`config.mk`:
```
export PLATFORM = sky130hd
export DESIGN_NAME = raw_hazard_scoreboard
export DESIGN_NICKNAME = d
export VERILOG_FILES = /design/src/rtl/raw_hazard_scoreboard.sv
export SDC_FILE = /design/constraint.sdc
export NUM_CORES = 1
export LEC_CHECK = 0
export ABC_AREA = 1
export BUFFER_PORTS_ARGS = -buffer_cell sky130_fd_sc_hd__buf_4
export CORE_MARGIN = 2
export CORE_UTILIZATION = 33
export CTS_CLUSTER_SIZE = 14
export DETAILED_ROUTE_END_ITERATION = 8
export PLACE_DENSITY_LB_ADDON = 0.2
export SLEW_MARGIN = 15
export SYNTH_ARGS = -nofsm -noshare
export SYNTH_HDL_FRONTEND = slang
export SYNTH_SLANG_ARGS = --single-unit
```
`constraint.sdc`:
```
create_clock -name clk -period 1.95 [get_ports clk]
set_input_delay 0.2925 -clock clk [delete_from_list [all_inputs] [get_ports clk]]
set_output_delay 0.2925 -clock clk [all_outputs]
set_load 0.03 [all_outputs]
```
`src/rtl/raw_hazard_scoreboard.sv`:
```
// rtl/raw_hazard_scoreboard.sv - RAW hazard unit: load-use stall and registered forwarding selects
module raw_hazard_scoreboard #(
    parameter int NREG       = 4,
    parameter int RW         = 2,
    parameter int DEPTH      = 3,
    parameter int LOAD_STAGE = 2,
    parameter int CNT_W      = 16,
    parameter int SELW       = $clog2(DEPTH + 1)
) (
    input  logic             clk,
    input  logic             rst,
    input  logic             id_valid,
    input  logic             id_wr,
    input  logic             id_load,
    input  logic [RW-1:0]    id_rd,
    input  logic [RW-1:0]    id_ra,
    input  logic [RW-1:0]    id_rb,
    input  logic             id_use_a,
    input  logic             id_use_b,
    input  logic             flush,
    input  logic             hold,
    output logic             stall,
    output logic             ex_valid,
    output logic [SELW-1:0]  fwd_a_sel,
    output logic [SELW-1:0]  fwd_b_sel,
    output logic [CNT_W-1:0] stall_count
);

    // Destination indices at or above NREG name no architectural register.
    localparam logic [RW:0] NREG_L = (RW + 1)'(NREG);

    // Shadow of in-flight producers: entry 0 = EX ... entry DEPTH-1 = WB.
    logic [DEPTH-1:0] vld_q, vld_d;
    logic [DEPTH-1:0] ld_q, ld_d;
    logic [RW-1:0]    rd_q [DEPTH];
    logic [RW-1:0]    rd_d [DEPTH];

    logic             ex_valid_q, ex_valid_d;
    logic [SELW-1:0]  sel_a_q, sel_a_d;
    logic [SELW-1:0]  sel_b_q, sel_b_d;
    logic [CNT_W-1:0] cnt_q, cnt_d;

    logic [SELW-1:0]  match_a, match_b;
    logic             haz_a, haz_b, hazard;

    // Youngest-producer match per source; scanning from WB down lets the lowest k win.
    always_comb begin
        match_a = '0;
        match_b = '0;
        haz_a   = 1'b0;
        haz_b   = 1'b0;
        for (int k = DEPTH - 1; k >= 0; k--) begin
            if (vld_q[k] && rd_q[k] == id_ra) begin
                match_a = SELW'(k + 1);
                haz_a   = ld_q[k] && (k + 1 < LOAD_STAGE);
            end
            if (vld_q[k] && rd_q[k] == id_rb) begin
                match_b = SELW'(k + 1);
                haz_b   = ld_q[k] && (k + 1 < LOAD_STAGE);
            end
        end
        if (!id_use_a) begin
            match_a = '0;
            haz_a   = 1'b0;
        end
        if (!id_use_b) begin
            match_b = '0;
            haz_b   = 1'b0;
        end
        hazard = id_valid && (haz_a || haz_b);
    end

    assign stall = hold | (hazard & ~flush);

    // Next state: hold freezes everything, otherwise shift and insert instruction or bubble.
    always_comb begin
        vld_d      = vld_q;
        ld_d       = ld_q;
        rd_d       = rd_q;
        ex_valid_d = ex_valid_q;
        sel_a_d    = sel_a_q;
        sel_b_d    = sel_b_q;
        cnt_d      = cnt_q;
        if (!hold) begin
            for (int k = DEPTH - 1; k > 0; k--) begin
                vld_d[k] = vld_q[k-1];
                ld_d[k]  = ld_q[k-1];
                rd_d[k]  = rd_q[k-1];
            end
            vld_d[0]   = 1'b0;
            ld_d[0]    = 1'b0;
            rd_d[0]    = id_rd;
            ex_valid_d = 1'b0;
            sel_a_d    = '0;
            sel_b_d    = '0;
            if (!flush) begin
                if (hazard) begin
                    if (cnt_q != '1) begin
                        cnt_d = cnt_q + 1'b1;
                    end
                end else begin
                    vld_d[0]   = id_valid && id_wr && ({1'b0, id_rd} < NREG_L);
                    ld_d[0]    = id_load;
                    ex_valid_d = id_valid;
                    sel_a_d    = match_a;
                    sel_b_d    = match_b;
                end
            end
        end
    end

    // State registers with synchronous reset.
    always_ff @(posedge clk) begin
        if (rst) begin
            vld_q      <= '0;
            ld_q       <= '0;
            for (int k = 0; k < DEPTH; k++) begin
                rd_q[k] <= '0;
            end
            ex_valid_q <= 1'b0;
            sel_a_q    <= '0;
            sel_b_q    <= '0;
            cnt_q      <= '0;
        end else begin
            vld_q      <= vld_d;
            ld_q       <= ld_d;
            rd_q       <= rd_d;
            ex_valid_q <= ex_valid_d;
            sel_a_q    <= sel_a_d;
            sel_b_q    <= sel_b_d;
            cnt_q      <= cnt_d;
        end
    end

    assign ex_valid    = ex_valid_q;
    assign fwd_a_sel   = sel_a_q;
    assign fwd_b_sel   = sel_b_q;
    assign stall_count = cnt_q;

endmodule

```
== Yosys cells after proc, flatten, opt, wreduce, memory -nomap -nowiden ==
Index checks and enable logic that the tools add are counted.
W data, S select, Z words.

* Flip-flop bits (word level): 31
* Output and inout bits: 22
* Word-level logic and storage cells: 53

* Add/subtract/negate cells: 1
* Equal/unequal tests: 7
* Mux-type cells: 22
* Bitwise logic cells: 4
* Reductions and logical operators: 10

{| class="wikitable"
|+ Operators by type and width
! kind !! count
|-
| $mux W2 || 12
|-
| $add A16 B1 Y16 const B || 1
|-
| $ne A16 B16 Y1 const B || 1
|-
| $eq A2 B2 Y1 || 6
|-
| $mux W1 || 10
|-
| $logic_and A1 B1 Y1 || 8
|-
| $reduce_and A4 Y1 || 1
|-
| $not A1 Y1 || 2
|-
| $and A1 B1 Y1 || 1
|-
| $logic_or A1 B1 Y1 || 1
|-
| $or A1 B1 Y1 || 1
|}

== Longest topological paths before layout ==
Gate-level depths: netlist of the first run.

* Word-level depth: 8
* Depth in mapped cells: 10
* Depth with buffers taken out: 9

== Worst setup path after synthesis of the first run ==
OpenSTA, ideal clock, no wires.

* Path kind: register -> register
* Start point: register cnt_q[0] (netlist: stall_count[0])
* End point: register cnt_q[12] (netlist: stall_count[12])
* Library setup time: 0.070 ns
* Arrival time: 1.680 ns
* Setup slack: 0.199 ns
* Stages on the path, launching flop included: 11
* Cells stage by stage: dfxtp_1 -> ha_1 -> nand2_1 -> nor2_4 -> nand4_1 -> nand2_2 -> inv_4 -> nand2_4 -> buf_6 -> nand2_1 -> a21oi_1

* Word-level cells in the longest chain between the ends: 2
* Elaborated cells between the ends (all ways): 3
* Those cells by class: add/sub (1); eq/ne (1); reduce/logical (1)

{| class="wikitable"
|+ Ends and longest elaborated chain
! what !! line !! RTL
|-
| from (decl) || 41 || <nowiki>logic [CNT_W-1:0] cnt_q, cnt_d;</nowiki>
|-
| from (signal assigned) || 131 || <nowiki>cnt_q <= cnt_d;</nowiki>
|-
| parallel branches: the longest is 2 deep, another holds $add A16 B1 Y16 || - ||
|}

Parallel ways; which one is timed is not known.
A chain may end at the register's enable or synchronous reset.

== Worst setup path after layout of the first run ==
* Start point: register rd_q[5] (netlist name)
* End point: output stall

* Word-level cells in the longest chain between the ends: 8
* Elaborated cells between the ends (all ways): 12
* Those cells by class: eq/ne (2); mux (4); bitwise (2); reduce/logical (4)

{| class="wikitable"
|+ Ends and longest elaborated chain
! what !! line !! RTL
|-
| from (decl) || 35 || <nowiki>logic [RW-1:0] rd_q [DEPTH];</nowiki>
|-
| from (signal assigned) || 127 || <nowiki>rd_q <= rd_d;</nowiki>
|-
| $eq A2 B2 Y1 (on tied branches) || 53, 57 ||
|-
| $logic_and A1 B1 Y1 (on tied branches) || 53, 57 ||
|-
| $mux W1 (on tied branches) || 53, 57 ||
|-
| $mux W1 (on tied branches) || 62, 66 ||
|-
| $logic_or A1 B1 Y1 (*) || 70 || <nowiki>hazard = id_valid && (haz_a || haz_b);</nowiki>
|-
| $logic_and A1 B1 Y1 (*) || 70 ||
|-
| $and A1 B1 Y1 (*) || 73 || <nowiki>assign stall = hold | (hazard & ~flush);</nowiki>
|-
| $or A1 B1 Y1 (*) || 73 ||
|-
| to (decl) || 22 || <nowiki>output logic stall,</nowiki>
|}

Every way passes the cells marked *; elsewhere a longest branch is shown, timed or not.

==> results.cfg, run 1 <==
[synthesis]
synth_cell_types = 24
ys.warnings.count = 0
syn_area_per_cell_um2 = 6.45
synth-seq-cells = 31
syn_area_um2 = 1850
synth_top_area_cell = dfxtp_1
synth_area_leaders = dfxtp_1, nand2_1, a21oi_1
syn_nets = 302
synth-simple-area-share = 0.382
synthAdderAreaFrac = 0.00678
synth-seq-area-share = 0.336
synth_top_family_by_area = simple AND/OR/NAND/NOR gates
synthMuxAreaShare = 0
synth_compound_area_frac = 0.134
synth_xor_area_frac = 0.0475
synthCells = 286
synth_top_area_frac = 0.336

[timing]
fin_crit_sh = 0.926
worstMarginPinSlew_ps = 437
relSlewSlack = 0.706
rsz0062_at_grt = no
fin_skew_ps = 6.10
fin_crit_ps = 1810
finalHoldViolCount = 0
setup_viol = 0
finalMaxSlewViolations = 0
fmax_ghz = 0.554
fin_tns_setup_ps = 0

[run_status]
status = completed

[cells_and_area]
finish.net_count = 340
final_cell_mix = nand2_1, buf_4, a21oi_1
num_antenna_cells = 0
fin_cells = 397
final_layout_size_suffix_gt1_frac = 0.194
syn2layout_area_growth_pct = 24.1
fin_util = 0.421
final_common_cell = nand2_1

[place]
place_congestion = 0.827
numPortBuffers = 36
placedCellCount = 387
dp_hpwl_um = 3480

[cts]
clk_path_buf_depth = 2
ctsHtreeMaxLevel = 2
cts_tree = built
cts_root_buffer = clkbuf_8
cts_sinks = 31
path_clk_slew_ps = 70
clock_latency_ps = 280
cts_buffers = 5

[power_and_ir_drop]
clockPowerShare = 0.418
p_leak_nw = 0.932
swShare = 0.249
comb_power_share = 0.097
cell_internal_pwr_mw = 1.02
p_per_area_nw_per_um2 = 592
ir_drop_uv = 304
seqPwrFrac = 0.485
netSwitchingPower_uw = 338

[global_routing]
antenna_found_initial = 0
grt_max_degree = 26
first_global_vias = 1750
overflow = 0
grt_pass1_wl_um = 8250
grt_util_all_layers = 0.168

[worst_hold_path]
hold_start = id_rd[1]
hold_path.class = in2reg

[critical_path]
crit_required_ps = 1660
crit_fanout = 4
crit_path_end_kind = output pin
critPathArrivalTime_ps = 1510
crit_top_cell = nand2_1
startpoint_type = flop
crit_slowest_cell = dfxtp_2
critPathMaxStageDelay_ps = 350
r2r-start = stall_count[0]
crit_start = rd_q[5]
path_class = reg2out
worstPathCellList = inv_1 > nand2_1 > nand2_1 > inv_1 > nand3_1 > nand2_1 > nand3_2 > o21bai_1 > buf_4

[die]
start_util = 0.339
die_x_um = 78.8
ios = 37
die-area_um2 = 6210
core_area_um2 = 5440
die_h_um = 78.8
num_rows = 27

[routing]
drcViolationCount = 0
drtIter0Drc = 92
avgViaCountPerCell = 4.80
wl_per_cell_um = 12.0
vias = 1906
ant_nets = 0
dr_wl_met3_um = 218
firstDrtPassIters = 4
met2_length_um = 2270
top_layer_used = met4
drt-total-wl_um = 4760
wl_met1_um = 2230

[flow_run]
drv_cap = 0
==> sequential cells by signal (all words and copies together), names as in the netlist <==
register and count:
stall_count 16, rd_q 6, vld_q 3, fwd_a_sel 2, fwd_b_sel 2, ex_valid 1
ld_q 1
==> critical path, delay by kind of cell (launching register included) <==
kind | cells | cell delay [ps]
and+or+nand+nor | 5 | 410
DFF | 1 | 350
AOI/OAI and AO/OA | 1 | 140
buffers and inverters | 3 | 320
==> power by group through the flow <==
| stage | clock (mW) | combinational (mW) | sequential, mW |
|---|---|---|---|
| 2_1_floorplan | 0 | 0.0792 | 0.671 |
| 3_3_place_gp | 0 | 0.131 | 0.670 |
| 3_5_place_dp | 0 | 0.131 | 0.671 |
| 4_1_cts | 0.591 | 0.131 | 0.656 |
| 5_1_grt | 0.621 | 0.149 | 0.658 |
| 6_report | 0.567 | 0.131 | 0.657 |
==> timing repair <==
| item | CTS | global route |
|---|---|---|
| hold buffers | 0 | 0 |
| resized for setup | 0 | 2 |
| setup buffers | 0 | 2 |
| endpoints found under the hold margin | 0 | 0 |
| endpoints found under the setup margin | 0 | 1 |
==> layer usage <==
metal,GRT usage,vias to the layer above
met5,0,-
met4,0.0526,0
met3,0.0364,5
met2,0.282,34
met1,0.214,860
li1,-,1007
==> cell families (layout without fill, tap and decap cells) <==
group	count (synthesis)	in the layout
and+or+nand+nor	155	155
AOI/OAI and AO/OA	49	49
buffers and inverters	40	79
DFF	31	31
xor gates and xnor gates	10	10
adders and majority gates	1	1
==> path summary, 6_finish.rpt <==
kind | end | slack, ps | depth (start not counted)
max | stall | 140 | 9
min | rd_q[5] | 290 | 3
max reg2reg | stall_count[13] | 260 | 9
min reg2reg | fwd_a_sel[0] | 470 | 2
==> synthesized netlist by cell type <==
cell and n:
a21oi_1 37, buf_4 1, buf_6 2, clkbuf_1 6, dfxtp_1 31, ha_1 1
inv_1 27, inv_2 3, inv_4 1, nand2_1 78, nand2_2 1, nand2_4 2
nand3_1 35, nand3_2 2, nand3b_1 2, nand4_1 7, nor2_1 21, nor2_2 3
nor2_4 2, nor3_1 2, o21ai_0 11, o21bai_1 1, xnor2_1 5, xor2_1 5
==> through the flow <==
step	setup WS (ps)	power, mW	hold WS (ps)	instance area, µm²
global route	0.712	1.43	300	2290
detailed placement	243	0.801	456	2170
floorplan	199	0.750	454	1850
finish	144	1.35	289	2290
CTS	6.41	1.38	280	2270
global placement	262	0.801	456	2170
==> area by class of cell <==
type	instances	area [µm²]
fillers	611	3150
clock buffers	8	100
inverters	31	119
multi-input cells	215	1060
well taps	72	90.1
flip-flops and latches	31	622
repair buffers	40	300
(Power assumes the default switching activity.)
==> run 2, diff against run 1 <==
- BUFFER_PORTS_ARGS: -buffer_cell sky130_fd_sc_hd__buf_4 -> default
- CORE_MARGIN: 2 -> default
- DONT_BUFFER_PORTS: default -> 1
- clock period: 1.95 -> 1.7 ns (I/O delays scaled with it)
==> run 2 against run 1 <==
  * Sequential power up 15%
  * Worst hold slack worse by 260 ps
  * Design area down 4.4%
  * Via count down 4.5%
  * Non-clock buffer count fell by 18
  * Sequential cell count unchanged
  * First-iteration DRC count fell by 20%
  * Cell count decreased by 5.0%
  * Critical endpoint unchanged
  * Largest power group unchanged
==> results.cfg, run 2 (synthesis results as in run 1) <==
[run_status]
status = completed

[die]
die_x_um = 76.8
ios = 37
start_util = 0.352
num_rows = 26
die-area_um2 = 5900
die_h_um = 76.8
core_area_um2 = 5240

[timing]
finalHoldViolCount = 0
worstMarginPinSlew_ps = 423
relSlewSlack = 0.716
fin_crit_sh = 0.989
fmax_ghz = 0.595
fin_crit_ps = 1680
finalMaxSlewViolations = 0
setup_viol = 0
rsz0062_at_grt = yes
fin_ws_ps = 18.0
fin_tns_setup_ps = 0
fin_skew_ps = 9.34

[critical_path]
critPathTopFamily = simple AND/OR/NAND/NOR gates
crit_required_ps = 1440
crit_slowest_cell = dfxtp_2
r2r_cells = 9
r2r-start = stall_count[0]
crit_path_end_kind = output pin
path_class = reg2out
critPathArrivalTime_ps = 1430
timing.reg2reg.setup_slack_ps = 240
critPathMaxStageDelay_ps = 350
worstPathCellList = inv_2 > nand2_1 > nand2_2 > inv_1 > nand3_1 > nand2_1 > nand3_2 > o21bai_1 > buf_4
crit_top_cell = nand2_1
startpoint_type = flop
r2r-end = stall_count[14]
crit_fanout = 4
worst-path-buf-inv = 3

[cells_and_area]
fillers = 539
syn2layout_area_growth_pct = 18.6
final_layout_size_suffix_gt1_frac = 0.182
final_area_um2 = 2190
final_cell_mix = nand2_1, a21oi_1, nand3_1
seq_area_um2 = 627
fin_cells = 377
finish.net_count = 322
multi_input_area_um2 = 1080
final_common_cell = nand2_1
largest_reg_flops = 16
num_antenna_cells = 0

[cts]
cts_sinks = 31
cts_setup_buffers = 0
cts_buffers = 5
clock_latency_ps = 290
ctsHoldBuffers = 0
clk_path_buf_depth = 2
path_clk_slew_ps = 80
ctsHtreeMaxLevel = 2
cts_tree = built
cts_root_buffer = clkbuf_8

[routing]
drtIter0Drc = 74
drcViolationCount = 0
avgViaCountPerCell = 4.83
drt-total-wl_um = 4610
wl_per_cell_um = 12.2
vias = 1821
firstDrtPassIters = 4
ant_nets = 0

[flow_run]
drv_cap = 0

[power_and_ir_drop]
seqPwrFrac = 0.479
cell_internal_pwr_mw = 1.21
ir_drop_uv = 354
clockPowerShare = 0.460
swShare = 0.234
p_per_area_nw_per_um2 = 723
p_leak_nw = 0.837
netSwitchingPower_uw = 370
comb_power_share = 0.061

[place]
pre_cts_ws_ps = 189
placedCellCount = 369
dp_hpwl_um = 3400
place_congestion = 0.830
place_area_um2 = 2050
numPortBuffers = 0

[worst_hold_path]
whs_endpoint = rd_q[3]
hold_depth = 1
hold_start = rst
hold_path.class = in2reg

[global_routing]
antenna_found_initial = 0
grt_max_degree = 26
overflow = 0
grt_util_all_layers = 0.166
first_global_vias = 1695
grt_pass1_wl_um = 7890
run 2: cell types whose count changed in the layout (fill, tap and decap cells not counted), moves of 4 or more:
cell,change
buf_4,-18
dfxtp_1,-4
dfxtp_2,+4
nand2_1,-4
nand2_2,+4
run 2: repair_timing:
action                                  CTS  global route
gates cloned                              0             0
pin swaps                                 5             1
endpoints found under the hold margin     0             0
endpoints found under the setup margin    1             2
resized for setup                         9             2
run 2: layout make-up:
type,count,share of cell area
multi-input combinational,215,0.492
sequential,31,0.286
timing repair buffer,22,0.0755
inverter,31,0.0543
tap,70,0.0400
clock buffer,5,0.0314
clock inverter,3,0.0200
run 2: how the worst max path moves through the flow:
stage                     cells after the start            from              end  slack [ps]
after floorplan                              10  stall_count[0]  stall_count[12]          80
after global placement                        9         rd_q[4]  stall_count[14]         200
after detailed placement                      9         rd_q[4]  stall_count[14]         190
after CTS                                     9         rd_q[4]            stall           3
after global routing                          9         rd_q[4]            stall         -60
final                                         9         rd_q[5]            stall          20
run 2: routing by layer:
layer  vias up  track usage  share of wire
met5         -            0              0
met4         0       0.0692          0.015
met3         6       0.0417          0.049
met2        35        0.261           0.46
met1       810        0.216           0.48
li1        970            -              -
run 2: per-stage QoR:
step                power [mW]  hold WS [ps]   util
CTS                       1.61          11.7  0.416
global placement         0.864           323  0.391
detailed placement       0.864           325  0.391
floorplan                0.860           418      -
finish                    1.58          26.4  0.418
global route              1.65          13.7  0.418
run 2: worst register-to-register path: stages (launching register included):
cell and delay (ps):
dfxtp_2 330, ha_1 160, nand2_1 110, nor2_4 160, nand4_1 110, nand2_2 100, inv_4 100, nand2_8 140
nand2_1 60, a21oi_1 130
run 2: power by group through the flow:
stage	logic, mW	registers (mW)	clock network (mW)
2_1_floorplan	0.0909	0.769	0
3_3_place_gp	0.0914	0.772	0
3_5_place_dp	0.0917	0.772	0
4_1_cts	0.0957	0.756	0.760
5_1_grt	0.111	0.759	0.782
6_report	0.0963	0.757	0.728
==> run 3, diff against run 2 <==
- SETUP_SLACK_MARGIN: default -> 0.05
- clock period: 1.7 -> 1.89 ns (I/O delays scaled with it)
==> run 3 against run 2 <==
  * Global-route usage rose by 0.25 points
  * Count of clock-buffer cells in the layout is 1 higher
  * Sequential cell count unchanged
  * Die area unchanged
  * Sequential share of layout area grew 0.083 points
  * Sequential power shrank 10%
  * Non-clock buffer count is 3 lower
  * Critical path depth did not move
  * First-iteration DRC count is 16% higher
  * Critical endpoint unchanged
  * Largest power group is now the clock network
==> results.cfg, run 3 (synthesis results as in run 1) <==
[critical_path]
timing.reg2reg.setup_slack_ps = 250
crit_fanout = 6
r2r-start = stall_count[0]
crit_path_end_kind = output pin
r2r-end = stall_count[0]
r2r_cells = 9
critPathArrivalTime_ps = 1540
crit_required_ps = 1610
path_class = reg2out
startpoint_type = flop

[timing]
rsz0062_at_grt = yes
worstMarginPinSlew_ps = 475
fin_crit_ps = 1820
finalMaxSlewViolations = 0
fin_ws_ps = 70.1
fin_skew_ps = 4.99
relSlewSlack = 0.681
whs_ps = 59.8
setup_viol = 0
finalHoldViolCount = 0
fin_tns_setup_ps = 0
fmax_ghz = 0.549
fin_crit_sh = 0.963

[place]
pre_cts_ws_ps = 225
placedCellCount = 365
numPortBuffers = 0
place_area_um2 = 2020
place_congestion = 0.855
dp_hpwl_um = 3420

[cells_and_area]
fin_util = 0.415
finish.net_count = 319
largest_reg_flops = 16
syn2layout_area_growth_pct = 17.8
final_area_um2 = 2170
final_cell_mix = nand2_1, a21oi_1, nand3_1
fin_cells = 374
final_common_cell = nand2_1
num_antenna_cells = 0
final_layout_size_suffix_gt1_frac = 0.174

[die]
die_x_um = 76.8
num_rows = 26
start_util = 0.352
ios = 37
die-area_um2 = 5900
core_area_um2 = 5240
die_h_um = 76.8

[power_and_ir_drop]
p_per_area_nw_per_um2 = 671
ir_drop_uv = 274
p_total_mw = 1.46
p_leak_nw = 0.823

[run_status]
status = completed

[global_routing]
grt_util_all_layers = 0.169
grt_max_degree = 26
grt_pass1_wl_um = 7930
antenna_found_initial = 0
overflow = 0
first_global_vias = 1695

[routing]
vias = 1831
avgViaCountPerCell = 4.90
ant_nets = 0
drcViolationCount = 0
firstDrtPassIters = 4
wl_per_cell_um = 12.6
drt-total-wl_um = 4720
drtIter0Drc = 86

[cts]
clk_path_buf_depth = 2
cts_tree = built
cts_buffers = 5
cts_sinks = 31
ctsHoldBuffers = 0
cts_root_buffer = clkbuf_8
ctsHtreeMaxLevel = 2
clock_latency_ps = 280
path_clk_slew_ps = 70

[worst_hold_path]
hold_start = rst
hold_path.class = in2reg
hold_depth = 1
whs_endpoint = vld_q[0]

[flow_run]
drv_cap = 0
## run 3: changes by cell type in the layout (fill, tap and decap cells not counted)
cell,before,now
nand2_2,5,6
dfxtp_1,26,28
buf_4,22,19
clkbuf_8,5,6
clkinv_4,1,0
nor2_1,21,20
dfxtp_2,5,3
nor2_2,3,4
nand2_1,74,73
## run 3: layer usage
layer / GRT usage / share of wire / wire length [µm] / vias to the layer above
met3: 0.0500 / 0.043 / 202 / 6
met1: 0.212 / 0.48 / 2260 / 819
met4: 0.0635 / 0.013 / 61 / 0
met5: 0 / 0 / 0 / -
met2: 0.271 / 0.47 / 2200 / 33
li1: - / - / - / 973
## run 3: worst max-delay path: stages (launching register included)
cell and delay [ps]:
dfxtp_2 360, inv_2 60, nand2_2 70, inv_2 30, nor2_2 80, nand3_1 80, nand2_1 80, nand3_2 130
o21bai_1 180, buf_4 180
## run 3: final cells by class
cell class	instances	area [µm²]
inverters	31	119
well taps	70	87.6
clock buffers	6	82.6
repair buffers	19	143
multi-input cells	215	1080
clock inverters	2	35.0
fillers	555	3060
flip-flops and latches	31	624
## run 3: power breakdown
group          leakage, nW  switching, mW  internal, mW
combinational        0.510         0.0569        0.0327
clock               0.0612          0.262         0.426
sequential           0.253         0.0141         0.667
total                0.823          0.333          1.13
## run 3: worst max-delay path by stage
stage,start,to,cells past startpoint
6_report,rd_q[4],stall,9
5_1_grt,rd_q[4],stall,9
4_1_cts,rd_q[4],stall,9
3_5_place_dp,stall_count[0],stall_count[0],9
3_3_place_gp,stall_count[1],stall_count[0],9
2_1_floorplan,stall_count[0],stall_count[12],10
## run 3: what timing repair did
| action | CTS | global route |
|---|---|---|
| pin swaps | 0 | 6 |
| setup endpoints to repair | 1 | 2 |
| endpoints found under the hold margin | 0 | 0 |
| gates resized for setup | 1 | 12 |
| buffers inserted | 0 | 1 |
